**src/rtl/uart_rx_byte_if.sv**
```systemverilog
// Byte-receiver bundle: raw serial line in, byte/strobe/status out.
// master = receiver side, slave = line driver / byte consumer side.
interface uart_rx_byte_if;
  logic       i_rx;
  logic [7:0] o_rx_dat;
  logic       o_rx_done;
  logic       o_frame_err;
  logic       o_busy;

  modport master (input i_rx, output o_rx_dat, output o_rx_done, output o_frame_err, output o_busy);
  modport slave  (output i_rx, input o_rx_dat, input o_rx_done, input o_frame_err, input o_busy);
endinterface

```
**src/rtl/uart_rx_byte.sv**
```systemverilog
// 8N1 UART receiver, LSB first, mid-bit sampling on the synchronised line.
// Define UART_RX_PARITY_EN for 8E1/8O1 (parity_odd selects odd parity).
module uart_rx_byte #(
  parameter int clks_per_bit = 139,
  parameter int cw           = $clog2(clks_per_bit)
`ifdef UART_RX_PARITY_EN
  , parameter bit parity_odd = 1'b0
`endif
) (
  input logic            i_wb_clk,
  input logic            i_wb_rst,
  uart_rx_byte_if.master bus
);

  localparam logic [cw-1:0] LAST    = cw'(clks_per_bit - 1);
  localparam logic [cw-1:0] HALF_M1 = cw'((clks_per_bit - 1) / 2 - 1);

  typedef enum logic [2:0] {
    S_IDLE,
    S_START,
    S_DATA,
`ifdef UART_RX_PARITY_EN
    S_PARITY,
`endif
    S_STOP,
    S_WAIT_IDLE
  } st_t;

  st_t           st_q;
  logic          rx_m_q, rx_s_q;
  logic [cw-1:0] cnt_q;
  logic [2:0]    idx_q;
  logic [7:0]    sh_q, dat_q;
  logic          done_q, ferr_q, busy_q;
  logic          par_ok;

`ifdef UART_RX_PARITY_EN
  logic par_err_q;
  assign par_ok = !par_err_q;
`else
  assign par_ok = 1'b1;
`endif

  always_ff @(posedge i_wb_clk or posedge i_wb_rst) begin
    if (i_wb_rst) begin
      st_q      <= S_IDLE;
      rx_m_q    <= 1'b1;
      rx_s_q    <= 1'b1;
      cnt_q     <= '0;
      idx_q     <= '0;
      sh_q      <= '0;
      dat_q     <= '0;
      done_q    <= 1'b0;
      ferr_q    <= 1'b0;
      busy_q    <= 1'b0;
`ifdef UART_RX_PARITY_EN
      par_err_q <= 1'b0;
`endif
    end else begin
      rx_m_q <= bus.i_rx;
      rx_s_q <= rx_m_q;
      done_q <= 1'b0;
      ferr_q <= 1'b0;
      cnt_q  <= cnt_q + 1'b1;
      case (st_q)
        S_IDLE: begin
          cnt_q <= '0;
          if (!rx_s_q) begin
            st_q   <= S_START;
            busy_q <= 1'b1;
          end
        end
        // Half a bit in: a line that is high again was only a glitch.
        S_START: if (cnt_q == HALF_M1) begin
          cnt_q <= '0;
          idx_q <= '0;
          if (!rx_s_q) st_q <= S_DATA;
          else begin
            st_q   <= S_IDLE;
            busy_q <= 1'b0;
          end
        end
        S_DATA: if (cnt_q == LAST) begin
          cnt_q       <= '0;
          sh_q[idx_q] <= rx_s_q;
          idx_q       <= idx_q + 1'b1;
          if (idx_q == 3'd7) begin
`ifdef UART_RX_PARITY_EN
            st_q <= S_PARITY;
`else
            st_q <= S_STOP;
`endif
          end
        end
`ifdef UART_RX_PARITY_EN
        S_PARITY: if (cnt_q == LAST) begin
          cnt_q     <= '0;
          par_err_q <= rx_s_q ^ (^sh_q) ^ parity_odd;
          st_q      <= S_STOP;
        end
`endif
        S_STOP: if (cnt_q == LAST) begin
          cnt_q <= '0;
          if (rx_s_q) begin
            st_q   <= S_IDLE;
            busy_q <= 1'b0;
            if (par_ok) begin
              dat_q  <= sh_q;
              done_q <= 1'b1;
            end else begin
              ferr_q <= 1'b1;
            end
          end else begin
            ferr_q <= 1'b1;
            st_q   <= S_WAIT_IDLE;
          end
        end
        // Hold off through a break so it never decodes as a 0x00 frame.
        S_WAIT_IDLE: begin
          cnt_q <= '0;
          if (rx_s_q) begin
            st_q   <= S_IDLE;
            busy_q <= 1'b0;
          end
        end
        default: begin
          st_q   <= S_IDLE;
          busy_q <= 1'b0;
        end
      endcase
    end
  end

  assign bus.o_rx_dat    = dat_q;
  assign bus.o_rx_done   = done_q;
  assign bus.o_frame_err = ferr_q;
  assign bus.o_busy      = busy_q;

endmodule
```
**src/flat_wrapper.sv**
```systemverilog
// flat-port wrapper written by rule: the top's interface ports become plain ports
module uart_rx_byte_flat 
#(
  parameter int clks_per_bit = 139,
  parameter int cw           = $clog2(clks_per_bit)

)
  (i_wb_clk, i_wb_rst, bus_i_rx, bus_o_rx_dat, bus_o_rx_done, bus_o_frame_err, bus_o_busy);
  uart_rx_byte_if bus_i ();
  input logic i_wb_clk;
  input logic i_wb_rst;
  input wire logic [$bits(bus_i.i_rx)-1:0] bus_i_rx;
  output wire logic [$bits(bus_i.o_rx_dat)-1:0] bus_o_rx_dat;
  output wire logic [$bits(bus_i.o_rx_done)-1:0] bus_o_rx_done;
  output wire logic [$bits(bus_i.o_frame_err)-1:0] bus_o_frame_err;
  output wire logic [$bits(bus_i.o_busy)-1:0] bus_o_busy;
  assign bus_i.i_rx = bus_i_rx;
  assign bus_o_rx_dat = bus_i.o_rx_dat;
  assign bus_o_rx_done = bus_i.o_rx_done;
  assign bus_o_frame_err = bus_i.o_frame_err;
  assign bus_o_busy = bus_i.o_busy;
  uart_rx_byte #(.clks_per_bit(clks_per_bit), .cw(cw)) u_core (.i_wb_clk(i_wb_clk), .i_wb_rst(i_wb_rst), .bus(bus_i));
endmodule
```
**config.mk**
```make
export PLATFORM = sky130hd
export DESIGN_NAME = uart_rx_byte_flat
export DESIGN_NICKNAME = d
export VERILOG_FILES = /design/src/rtl/uart_rx_byte_if.sv /design/src/rtl/uart_rx_byte.sv /design/src/flat_wrapper.sv
export SDC_FILE = /design/constraint.sdc
export NUM_CORES = 1
export LEC_CHECK = 0
export BUFFER_PORTS_ARGS = -buffer_cell sky130_fd_sc_hd__buf_2
export CORE_UTILIZATION = 24
export DETAILED_ROUTE_END_ITERATION = 8
export MAX_ROUTING_LAYER = met4
export PLACE_DENSITY = 0.36
export SYNTH_ARGS = -nofsm -noshare
export SYNTH_HDL_FRONTEND = slang
export SYNTH_SLANG_ARGS = --single-unit
```
**constraint.sdc**
```tcl
create_clock -name i_wb_clk -period 2.3 [get_ports i_wb_clk]
set_input_delay 0 -clock i_wb_clk [delete_from_list [all_inputs] [get_ports i_wb_clk]]
set_output_delay 0 -clock i_wb_clk [all_outputs]
set_load 0.05 [all_outputs]
```
==> Word-level counts from Yosys, hierarchy flattened <==
Cells that the tools add are included.
{ "totals": {"latch_bits": 0, "ram_bits": 0, "elab_cells": 67, "mem_count": 0, "register_bits": 35, "mem_bits_ro": 0, "input_bits": 3, "output_inout_bits": 11} }
{ "op_classes": {"n_reduce_logical": 10, "bitwise_logic": 1, "shift": 0, "mul": 0, "muxes": 29, "n_eq_ne": 13, "div_mod_pow": 0, "n_lt_le_gt_ge": 2, "n_addsub": 2} }
{ "ops": {"columns": ["cell", "count"], "rows": [
  ["2-to-1 mux 3 bit", 9],
  ["case mux 8 bit (3 select lines)", 1],
  ["2-to-1 mux 8 bit", 2],
  ["case mux 3 bit (5 select lines)", 1],
  ["2-to-1 mux 1 bit", 11],
  ["inequality test 2 x 1 -> 1 bit (second input constant)", 5],
  ["adder 8 x 1 -> 8 bit (second input constant)", 1],
  ["bitwise mux 8 bit", 1],
  ["== test 8 x 7 -> 1 bit (second input constant)", 1],
  ["== test 8 bit (second input constant)", 1],
  ["== test 3 x 2 -> 1 bit (second input constant)", 2],
  ["== test 3 bit (second input constant)", 2],
  ["case mux 3 bit (2 select lines)", 1],
  ["AND reduction 3 bit", 2],
  ["AND reduction 6 bit", 1],
  ["case mux 1 bit (5 select lines)", 1],
  ["< comparator 3 x 4 -> 1 bit (second input constant)", 1],
  ["AND reduction 4 bit", 1],
  ["OR reduction 2 bit", 2],
  ["adder 3 x 1 -> 3 bit (second input constant)", 1],
  ["demux 1 bit (select 3 bit)", 1],
  ["== test 3 x 1 -> 1 bit (second input constant)", 1],
  ["greater-or-equal comparator 3 x 1 -> 1 bit (second input constant)", 1],
  ["zero test 3 bit", 1],
  ["other kinds (6)", 6]
]} }

==> Logic depth before layout (Yosys ltp) <==
{ "logic_depth": {"word_depth": 5, "ltp_mapped": 7} }

==> Worst setup path before layout <==
Ideal clock, no wire load.
{ "synth_timing": {"path_kind": "register -> register", "startpoint": "register u_core.cnt_q[0]", "endpoint": "register u_core.sh_q[4]", "setup_ns": 0.125, "period_less_slack_ns": 2.221, "path_slack_ns": 0.079, "path_buffers": 1, "stages_incl_launch_ff": 8, "required_ns": 2.175, "arrival_ns": 2.095, "path_cell_list": "dfrtp_1 inv_1 ha_1 or3b_4 or3_1 buf_6 or3_1 mux2_4"} }
{ "synth_between": {"elab_chain_len": 2} }
{ "synth_lines": {"columns": ["element", "line", "source"], "rows": [
  ["start, declared", "uart_rx_byte.sv:31", "logic [cw-1:0] cnt_q;"],
  ["start signal, assigned", "uart_rx_byte.sv:64", "cnt_q <= cnt_q + 1'b1;"],
  ["== test 8 bit", "uart_rx_byte.sv:83", "S_DATA: if (cnt_q == LAST) begin"],
  ["AND reduction 2 bit (no source line)", null, null],
  ["end signal, assigned by index", "uart_rx_byte.sv:85", "sh_q[idx_q] <= rx_s_q;"],
  ["end, declared", "uart_rx_byte.sv:33", "logic [7:0] sh_q, dat_q;"]
]} }
No other way between the ends.
A chain may end at the register's enable or synchronous reset.

==> Final worst setup path <==
{ "layout_timing": {"startpoint": "register u_core.cnt_q[0]", "endpoint": "register u_core.sh_q[5]"} }
Same word-level chain as after synthesis.

==> out/qor.json <==
{
  "place_congestion": 0.8284,
  "final_setup_violating_endpoints": 0,
  "grt_pass1_wl_um": 5851,
  "syn_inst": 142,
  "synthMostInstantiatedCell": "dfrtp_1",
  "core_region_mm2": 0.006531,
  "synth.net_count": 150,
  "synthesis.area_per_instance_um2": 11.70,
  "fmaxAchievable_mhz": 452.7,
  "mappedNetlistArea_mm2": 0.001662,
  "grt_start_max_net_pins": 21,
  "unrepaired_setup_endpoints_after_global_routing": "no",
  "drc_errors": 0,
  "cts_root_buf": "clkbuf_8",
  "timing_worst_setup_path_type": "reg -> reg",
  "worst_setup_hold_path_clk_slew_ps": 80,
  "ctsHtreeMaxLevel": 2,
  "dominant_cell_type_by_area_after_synthesis": "dfrtp_1",
  "floorplan.die.width_um": 85.21,
  "critPathRequiredTime_ps": 2470,
  "leakagePower_nw": 0.9464,
  "synth-seq-cells": 35,
  "timing.final.crit_share_pct": 96.05,
  "cell_family_with_most_cp_delay": "simple AND/OR/NAND/NOR gates",
  "tritoncts_clock_tree": "yes",
  "cts.repair_timing.setup_buffer_count": 0,
  "ys_async_sr_fraction_pct": 100.0,
  "fin_skew_ps": 8.659,
  "synth_top_area_share_pct": 49.70,
  "status": "finished, final reports clean",
  "worst_slew_margin_rel_pct": 55.07,
  "routedWlPerCell_um": 13.36,
  "combined_buffer_and_inverter_count_along_the_critical_path": 1,
  "crit_chain": "inv_1, ha_1, or3b_4, or3_4, nor4_1, mux2_2",
  "slowest_delay_ps": 390,
  "crit_arrival_ps": 2380,
  "final.fill_count": 678,
  "hpwl_um": 2501,
  "drtPass1Iterations": 4,
  "yosysUniqueCellTypes": 41,
  "insertion_delay_ps": 280,
  "min_path_type": "in -> async",
  "rows": 29,
  "ff2ff_setup_slack_ps": 90,
  "detailedRoute.firstIterationViolations": 40,
  "post_route_cells_drive_above_1_share_pct": 33.92,
  "worst_slack_at_placement_ps": 21.63,
  "worstSetupEndpointType": "flop",
  "dieHeight_um": 85.21,
  "finalSetupTns_ps": 0,
  "nNetsFinal": 178,
  "critical_path.reg2reg.endpoint": "u_core.sh_q[5]",
  "gr-total-overflow": 0,
  "internal_power_mw": 1.058,
  "timing_worst_slew_pin_value_ps": 673.2,
  "cts_made_buffers": 5,
  "io_buffers": 13,
  "critical_path_peak_fanout": 9,
  "synth.yosys.seq_area_share_pct": 52.86,
  "worst_vdd_rail_ir_drop_v": 0.0002124,
  "clock_power_share_pct": 50.5,
  "cts_max_path_buffers": 2,
  "final-seq-area_um2": 878.3,
  "synth_warnings": 0,
  "detailroute.via_count": 1147,
  "p_total_mw": 1.300,
  "worstReg2RegStart": "u_core.cnt_q[0]",
  "finish.utilization_pct": 31.23,
  "antenna_found_initial": 0,
  "power.switching_mw": 0.2423,
  "post_synth_main_area_contributors": "dfrtp_1 (50%), mux2_2 (11%), nor2_1 (3.8%), ha_1 (3.8%), dfstp_2 (3.2%)",
  "report.final.hold_viol_count": 0,
  "drt-vias-per-instance": 4.625,
  "top_level_ports": 14,
  "power_frac_comb_pct": 1.5,
  "grt_util_all_layers_pct": 10.81,
  "die_area_mm2": 0.007260,
  "totalWireLength_um": 3314,
  "finalMaxSlewViolations": 0,
  "area_growth_pct": 22.74,
  "synth_flop_cell": "dfrtp_1",
  "seqPwrFrac_pct": 47.9,
  "multi_input_gate_area_in_the_final_layout_um2": 745.7,
  "worstRegToRegCells": 6,
  "critical_path.slowest_cell": "or3_4",
  "setup.worst_path.start_class": "flop",
  "powerDensity_mw_per_mm2": 637.4,
  "final.min_clock_period_ps": 2209,
  "synth_commonest_cells": "dfrtp_1 (33), nor2_1 (17), mux2_2 (16), inv_1 (7), nor3_1 (6)",
  "swShare_pct": 18.64,
  "clock-sinks": 35,
  "postLayoutSetupSlackWorst_ps": 90.93,
  "routed_antenna_nets": 0,
  "insertedDiodeCount": 0,
  "maxCapViolCount": 0,
  "first_global_vias": 1223,
  "synth_edf_count": 0,
  "start_util_pct": 25.44
}
[placed cells by master (no fill, tap or decap), drive strengths merged, types with 4 or more instances in the layout]
master	n
xnor2	4
inv	7
nor2	18
nor3	6
ha	5
mux2	17
buf	23
clkbuf	6
dfrtp	33
[area by class of cell]
| class | instances | area share [%] |
|---|---|---|
| Inverter | 7 | 1.288 |
| Multi-Input combinational cell | 96 | 36.56 |
| Sequential cell | 35 | 43.07 |
| Clock buffer | 6 | 3.558 |
| Clock inverter | 2 | 2.945 |
| Timing Repair Buffer | 25 | 7.853 |
| Tap cell | 77 | 4.724 |
[tightest hold or removal path, stage by stage]
cell and delay [ps]:
dlygate4sd3_1 520, buf_2 110, inv_1 490
[power groups by stage]
stage	Sequential [mW]	Clock, mW	Combinational [mW]
2_1_floorplan	0.631	0	0.0133
3_3_place_gp	0.635	0	0.0185
3_5_place_dp	0.635	0	0.0186
4_1_cts	0.623	0.675	0.0211
5_1_grt	0.623	0.706	0.0239
6_report	0.623	0.657	0.0200
[stage by stage]
step,cells,hold WS (ps),cell area (um^2)
3_3_place_gp,238,107.1,1876
2_1_floorplan,142,4.478,1662
6_report,248,346.3,2039
4_1_cts,248,341.0,2028
3_5_place_dp,238,106.6,1876
5_1_grt,248,341.1,2039
[sequential cells by signal, summed over array words and instances, names as in the netlist]
register and count:
u_core.bus.o_rx_dat 8, u_core.cnt_q 8, u_core.sh_q 8, u_core.idx_q 3
u_core.st_q 3, u_core.bus.o_busy 1, u_core.bus.o_frame_err 1, u_core.bus.o_rx_done 1
u_core.rx_m_q 1, u_core.rx_s_q 1
[kinds of logic after synthesis]
| kind of cell | synth area share [%] |
|---|---|
| AOI/OAI and AO/OA | 6.400 |
| xor gates and xnor gates | 3.690 |
| adders and majority gates | 3.765 |
| buffers and inverters | 2.937 |
| DFF | 52.86 |
| muxes | 12.95 |
| and+or+nand+nor | 17.40 |
[what timing repair did]
item	in CTS	in global routing
resized for setup	0	2
gates cloned	0	0
endpoints found under the setup margin	2	21
hold endpoints to repair	16	0
hold buffers	2	0
[metal layers]
metal / wire length [um] / vias to the layer above / track usage, %
met5: 0 / - / -
met4: 36 / 0 / 4.468
met3: 113 / 4 / 3.210
met2: 1690 / 21 / 17.96
met1: 1474 / 564 / 12.13
li1: - / 558 / -
[how the worst max path moves through the flow]
| stage | startpoint | endpoint | cells past startpoint |
|---|---|---|---|
| CTS | u_core.cnt_q[0] | u_core.sh_q[1] | 6 |
| finish | u_core.cnt_q[0] | u_core.sh_q[5] | 6 |
| global route | u_core.cnt_q[0] | u_core.idx_q[0] | 7 |
| floorplan | u_core.cnt_q[0] | u_core.sh_q[4] | 7 |
| global placement | u_core.cnt_q[0] | u_core.sh_q[1] | 6 |
| detailed placement | u_core.cnt_q[0] | u_core.sh_q[1] | 6 |
No activity file was read; power rests on OpenSTA's default activity.
